### src/rtl/enc_parity_sched.sv
// Round-robin scheduler that sequences the shared 8-bit and 16-bit Hamming parity
// units for two requesters and hands back assembled codewords on a valid/ready port.
module enc_parity_sched #(
  parameter bit RR_INIT = 1'b0,
  parameter int CNT_W   = 16
) (
  input  logic             clk,
  input  logic             rst,
  input  logic             req0_valid,
  input  logic             req0_mode,
  input  logic [10:0]      req0_data,
  output logic             req0_ready,
  input  logic             req1_valid,
  input  logic             req1_mode,
  input  logic [10:0]      req1_data,
  output logic             req1_ready,
  output logic             p8_en,
  output logic [3:0]       p8_data,
  input  logic [3:0]       p8_parity,
  output logic             p16_en,
  output logic [6:0]       p16_data,
  output logic [3:0]       p16_p8,
  input  logic [4:0]       p16_parity,
  output logic             cw_valid,
  input  logic             cw_ready,
  output logic [15:0]      cw_data,
  output logic             cw_mode,
  output logic             cw_src,
  output logic [CNT_W-1:0] cnt8,
  output logic [CNT_W-1:0] cnt16,
  output logic [1:0]       dbg_state
);

  typedef enum logic [1:0] {S_IDLE = 2'd0, S_P8 = 2'd1, S_P16 = 2'd2, S_OUT = 2'd3} state_t;

  state_t           state_q, state_d;
  logic             prio_q;
  logic [10:0]      data_q;
  logic             mode_q;
  logic             src_q;
  logic [3:0]       p8_q;
  logic [4:0]       p16_q;
  logic [CNT_W-1:0] cnt8_q, cnt16_q;

  logic grant_any;
  logic grant_idx;
  logic cw_fire;

  // Handshakes: a requester word moves when reqN_valid && reqN_ready (IDLE only);
  // a codeword moves when cw_valid && cw_ready, and is held unchanged until then.
  always_comb begin
    grant_any  = (state_q == S_IDLE) && (req0_valid || req1_valid);
    grant_idx  = (req0_valid && req1_valid) ? prio_q : req1_valid;
    req0_ready = grant_any && !grant_idx;
    req1_ready = grant_any && grant_idx;
    cw_fire    = (state_q == S_OUT) && cw_ready;
  end

  always_comb begin
    state_d = state_q;
    case (state_q)
      S_IDLE:  if (grant_any) state_d = S_P8;
      S_P8:    state_d = mode_q ? S_P16 : S_OUT;
      S_P16:   state_d = S_OUT;
      S_OUT:   if (cw_fire) state_d = S_IDLE;
      default: state_d = S_IDLE;
    endcase
  end

  // Unit and codeword outputs decode straight from flops, so they are zero outside their state.
  always_comb begin
    p8_en    = 1'b0;
    p8_data  = 4'h0;
    p16_en   = 1'b0;
    p16_data = 7'h00;
    p16_p8   = 4'h0;
    cw_valid = 1'b0;
    cw_data  = 16'h0000;
    cw_mode  = 1'b0;
    cw_src   = 1'b0;
    case (state_q)
      S_P8: begin
        p8_en   = 1'b1;
        p8_data = data_q[3:0];
      end
      S_P16: begin
        p16_en   = 1'b1;
        p16_data = data_q[10:4];
        p16_p8   = p8_q;
      end
      S_OUT: begin
        cw_valid = 1'b1;
        cw_data  = mode_q ? {data_q, p16_q} : {8'h00, data_q[3:0], p8_q};
        cw_mode  = mode_q;
        cw_src   = src_q;
      end
      default: ;
    endcase
  end

  always_ff @(posedge clk or posedge rst) begin
    if (rst) begin
      state_q <= S_IDLE;
      prio_q  <= RR_INIT;
      data_q  <= '0;
      mode_q  <= 1'b0;
      src_q   <= 1'b0;
      p8_q    <= '0;
      p16_q   <= '0;
      cnt8_q  <= '0;
      cnt16_q <= '0;
    end else begin
      state_q <= state_d;
      if (grant_any) begin
        data_q <= grant_idx ? req1_data : req0_data;
        mode_q <= grant_idx ? req1_mode : req0_mode;
        src_q  <= grant_idx;
        prio_q <= ~grant_idx;
      end
      if (state_q == S_P8)  p8_q  <= p8_parity;
      if (state_q == S_P16) p16_q <= p16_parity;
      if (cw_fire) begin
        if (!mode_q && cnt8_q != '1)  cnt8_q  <= cnt8_q + CNT_W'(1);
        if (mode_q && cnt16_q != '1)  cnt16_q <= cnt16_q + CNT_W'(1);
      end
    end
  end

  assign cnt8      = cnt8_q;
  assign cnt16     = cnt16_q;
  assign dbg_state = state_q;

endmodule

### config.mk
export PLATFORM = sky130hd
export DESIGN_NAME = enc_parity_sched
export DESIGN_NICKNAME = d
export VERILOG_FILES = /design/src/rtl/enc_parity_sched.sv
export SDC_FILE = /design/constraint.sdc
export NUM_CORES = 1
export LEC_CHECK = 0
export ABC_AREA = 0
export BUFFER_PORTS_ARGS = -buffer_cell sky130_fd_sc_hd__buf_2
export CAP_MARGIN = 20
export CORE_MARGIN = 2
export CORE_UTILIZATION = 35
export CTS_BUF_LIST = sky130_fd_sc_hd__clkbuf_8
export CTS_CLUSTER_DIAMETER = 100
export CTS_CLUSTER_SIZE = 24
export DETAILED_ROUTE_END_ITERATION = 12
export GPL_TIMING_DRIVEN = 0
export PLACE_DENSITY_LB_ADDON = 0.08
export SYNTH_ARGS = -nofsm -noshare
export SYNTH_HDL_FRONTEND = slang
export SYNTH_SLANG_ARGS = --single-unit
### constraint.sdc
create_clock -name clk -period 3.7 [get_ports clk]
set_clock_uncertainty 0.1 [all_clocks]
set_input_delay 0.185 -clock clk [delete_from_list [all_inputs] [get_ports clk]]
set_output_delay 0.185 -clock clk [all_outputs]
set_load 0.02 [all_outputs]
==> results.md <==
Outcome:
- The run finished with clean final reports.

Placement:
- Summed over all nets, the half-perimeter wirelength after detailed placement is around 5300 um.
- The congestion estimate from routability-driven global placement came to roughly 0.73.
- The worst-case setup slack after placement is 1.44 ns.
- The number of buffers added on ports is 109.

Synthesis:
- The mapped cell area is 2940 um^2.
- Sequential cells were found to cover between 40% and 50% of the synthesized design area.
- Counting every net in the synthesized netlist gives 318.
- The Yosys warning count is 0.
- The count of distinct cell types in the synthesized netlist is 35.
- The mean post-synth cell area is 10.7 um^2.
- The flop and latch count out of synthesis is 57.
- The gate count after technology mapping is around 270.

Routing:
- After detailed routing, the wire length on met1 is 3420 um.
- In the detailed route, the total length drawn on met3 is 509 um.
- The via-per-instance ratio is about 4.9.
- The routed length on met2 is 3750 um.
- The DRC violation total after the first TritonRoute iteration is 86.
- After detailed routing, the average wire length per cell comes to 14.4 um.
- Before antenna repair, the detailed router went through 6 iterations.
- Routed signal wires occupy layers up through met4.
- The residual antenna-violating net count after detailed routing is 0.
- Summed over all layers, the routed wires come to between 7000 and 8000 um.
- After detailed routing, the number of remaining DRC violations is 0.
- The total via count in the routed design is approximately 2,700.

STA:
- The final hold violation count came to 0.
- For this run, the top clock speed supported by timing is between 0.3 and 0.4 GHz.
- The final critical path takes up between 70% and 80% of the cycle.
- The worst-case headroom to the max-slew limit is about three fifths.
- The total count of max-transition violations in the final report was 0.
- Setup repair after global routing left no endpoint under its margin.
- The minimum clock period after layout is about 2.7 ns.
- The slew at the pin with the worst max-slew slack is approximately 0.61 ns.
- Summed over all failing endpoints, the final setup total negative slack is 0 ns.
- The setup slack of the critical path after layout is just over 1 ns.
- The number of setup violations in the final report is 0.

Run:
- Across the run, the number of max-cap violations was 0.

Worst hold path:
- The worst min-delay path endpoint is cnt8[2].
- The tightest min-delay check is of the input pin to register type.
- In this run the most critical hold path is launched from cw_ready.
- The number of stages on the worst hold path is 4.

Power and ir drop:
- The worst-case IR drop observed on VDD is ~340 uV.
- The internal power of the cells totals 1.74 mW.
- In this run the power density over the cells is 677 nW/um^2.
- The analysis attributes to cell leakage a power of ~2.3 nW.
- In this run switching power makes up about two fifths of total power.
- The clock network power share is 22.3%.
- The overall power consumption is ~2.8 mW.
- The total net switching power is between 1 and 1.5 mW.
- The share of total power dissipated in combinational logic is a little over two fifths.
- Registers are responsible for roughly a third of the overall power.

Layout:
- In the final layout, the multi-input gates occupy between 1000 and 1500 um^2.
- The post-route netlist has 32.9% of its cells at a drive strength greater than 1.
- The final net count is 473.
- The count of antenna diodes in the layout is 0.
- In the final layout, flip-flops and latches occupy ~1400 um^2.
- The total of fill cells in the finished design is just over 800.
- Compared with the post-synthesis result, the final layout area differs by 42.5%.

Worst setup path:
- The worst setup path is launched from a register.
- The required time of the critical path is around 3.9 ns.
- The origin of the critical flop-to-flop path is dbg_state[0].
- The endpoint of the most critical register-to-register path is data_q[2].
- The nature of the critical path endpoint is a register.
- Data on the critical path arrives at its endpoint at ~2.9 ns.
- Counting cells, the worst reg-to-reg path comes to 8.
- In this run the worst path has a maximum fanout of 10.
- The classification of the worst setup path is register to register.
- Across all register-to-register paths, the minimum setup slack is a little over 1 ns.

CTS:
- The total number of H-tree levels is 3.
- The buffer levels on the longest clock path is 2.
- The number of gates given a new drive strength after cts is 0.
- After clock tree synthesis, the clock-pin slew on the worst setup and hold paths is roughly 0.070 ns.
- The number of sinks on the clock net is between 50 and 60.
- TritonCTS built the clock tree.
- Clock tree synthesis inserted a total of 9 buffers.
- In this run the clock root is driven by a sky130_fd_sc_hd__clkbuf_8.
- At the later pin of the worst-skew pair, clock insertion delay measures roughly 0.34 ns.

Die:
- The die is 95.6 um wide.
- The initial utilization of the core area, before any placement, comes to between 30% and 40%.
- The top-level port count is 110.
- The core area is between 8000 and 9000 um^2.
- The die area is between 9000 and 10,000 um^2.
- The initialized floorplan defines 33 standard-cell rows.
- The vertical die dimension is 95.6 um.

Global routing:
- The first global-routing pass estimated 12,800 um of wire.
- Entering global routing, the biggest net connects 41 pins.
- After global routing the overflow that remains totals 0.
- The number of antenna violations at the first check in global routing is 0.
- The via count of the first global-routing pass is 2,700.
- Global routing used between 10% and 20% of the available tracks across all layers.
cell usage after synthesis:
library cell,count,area share [%]
sky130_fd_sc_hd__o31ai_1,2,0.51
sky130_fd_sc_hd__and3_1,11,2.3
sky130_fd_sc_hd__or3_1,1,0.21
sky130_fd_sc_hd__nor2b_1,9,1.9
sky130_fd_sc_hd__buf_1,2,0.26
sky130_fd_sc_hd__nand2_1,11,1.4
sky130_fd_sc_hd__xnor2_1,3,0.89
sky130_fd_sc_hd__a21oi_1,4,0.68
sky130_fd_sc_hd__and3_2,1,0.26
sky130_fd_sc_hd__ha_1,6,2.6
sky130_fd_sc_hd__a211oi_1,1,0.26
sky130_fd_sc_hd__nor2_1,7,0.89
sky130_fd_sc_hd__and4_1,2,0.60
sky130_fd_sc_hd__inv_1,19,2.4
sky130_fd_sc_hd__nor3b_1,3,0.77
sky130_fd_sc_hd__nor3_1,8,1.4
sky130_fd_sc_hd__nor4_4,1,0.72
sky130_fd_sc_hd__buf_2,2,0.34
sky130_fd_sc_hd__nor4_1,10,2.1
sky130_fd_sc_hd__nor4b_1,4,1.2
sky130_fd_sc_hd__o2111ai_1,1,0.30
sky130_fd_sc_hd__mux2_2,12,4.6
sky130_fd_sc_hd__nand4_1,11,2.3
sky130_fd_sc_hd__clkbuf_1,9,1.2
sky130_fd_sc_hd__or4b_1,1,0.34
sky130_fd_sc_hd__dfrtp_1,57,49
sky130_fd_sc_hd__and2_1,18,3.8
sky130_fd_sc_hd__a222oi_1,12,4.1
sky130_fd_sc_hd__a21o_1,1,0.26
sky130_fd_sc_hd__mux2i_1,8,2.7
sky130_fd_sc_hd__a22o_1,1,0.30
sky130_fd_sc_hd__o21ai_0,1,0.17
sky130_fd_sc_hd__nand3_1,7,1.2
sky130_fd_sc_hd__and4_2,1,0.34
sky130_fd_sc_hd__xor2_1,27,8.1
layout make-up:
class                           instances  share of cell area, %
Tap cell                              105                   3.14
Sequential cell                        57                   34.1
Clock buffer                            9                   2.96
Inverter                               19                   1.70
Multi-Input combinational cell        185                   33.2
Timing Repair Buffer                  144                   21.7
Buffer                                 13                   1.23
Clock inverter                          7                   2.06
kinds of logic after synthesis:
group / synth area share (%)
simple gates: 21.9
xor+xnor: 8.95
flops: 48.6
fa+ha+maj: 2.56
buf+inv: 4.18
mux: 7.33
compound gates: 6.56
timing repair:
action                     in CTS  in global routing
setup endpoints to repair       0                  0
setup buffers                   0                  0
hold endpoints to repair       38                  0
hold buffers                   34                  0
per-stage QoR:
| step | cells | utilization, % | cell area (um^2) | hold WS (ns) |
|---|---|---|---|---|
| after global placement | 488 | 44.2 | 3610 | 0.294 |
| final | 539 | 51.2 | 4180 | 0.220 |
| after detailed placement | 489 | 44.4 | 3630 | 0.115 |
| after floorplan | 274 | - | 2940 | 0.206 |
| after global routing | 539 | 51.2 | 4180 | 0.247 |
| after CTS | 539 | 51.2 | 4180 | 0.209 |
worst max-delay path by stage:
stage,startpoint,cells after the start,slack [ns],to
5_1_grt,dbg_state[0],8,0.70,data_q[2]
2_1_floorplan,dbg_state[0],6,1.41,cnt8[12]
3_5_place_dp,dbg_state[0],6,1.44,cnt8[10]
3_3_place_gp,rst,2,1.15,p8_q[3]
6_report,dbg_state[0],8,1.01,data_q[2]
4_1_cts,dbg_state[0],8,1.04,data_q[2]
critical path: stages (launching register included):
cell and delay (ns):
sky130_fd_sc_hd__dfrtp_1 0.45, sky130_fd_sc_hd__inv_1 0.11, sky130_fd_sc_hd__ha_1 0.26, sky130_fd_sc_hd__nand2_1 0.08, sky130_fd_sc_hd__a21oi_1 0.40, sky130_fd_sc_hd__clkbuf_1 0.43
sky130_fd_sc_hd__a222oi_1 0.14, sky130_fd_sc_hd__dlygate4sd3_1 0.60, sky130_fd_sc_hd__inv_1 0.06
routing by layer:
metal  up-vias  global-route usage (%)
li1       1292                       -
met1      1267                    21.9
met2        83                    30.3
met3        11                    6.17
met4         0                    5.71
met5         -                       0
layout by cell type, fill, tap and decap left out, types with 11 or more instances in the layout:
master / count
sky130_fd_sc_hd__xor2_1: 27
sky130_fd_sc_hd__nand4_1: 11
sky130_fd_sc_hd__dfrtp_1: 57
sky130_fd_sc_hd__buf_2: 111
sky130_fd_sc_hd__and2_1: 18
sky130_fd_sc_hd__a222oi_1: 12
sky130_fd_sc_hd__dlygate4sd3_1: 34
sky130_fd_sc_hd__inv_1: 19
sky130_fd_sc_hd__nand2_1: 11
sky130_fd_sc_hd__mux2_2: 12
sky130_fd_sc_hd__and3_1: 11
registers in the layout (all words and copies together) (netlist names):
| name | count |
|---|---|
| mode_q | 1 |
| src_q | 1 |
| p16_q | 5 |
| prio_q | 1 |
| cnt8 | 16 |
| dbg_state | 2 |
| cnt16 | 16 |
| data_q | 11 |
| p8_q | 4 |
power groups by stage:
stage | Sequential [mW] | Combinational, mW | Clock [mW]
global placement | 0.961 | 1.12 | 0
global route | 0.985 | 1.38 | 0.684
CTS | 0.957 | 1.26 | 0.651
detailed placement | 0.964 | 1.13 | 0
finish | 0.956 | 1.25 | 0.631
floorplan | 0.978 | 0.737 | 0
Power figures use the tool's default switching activity.
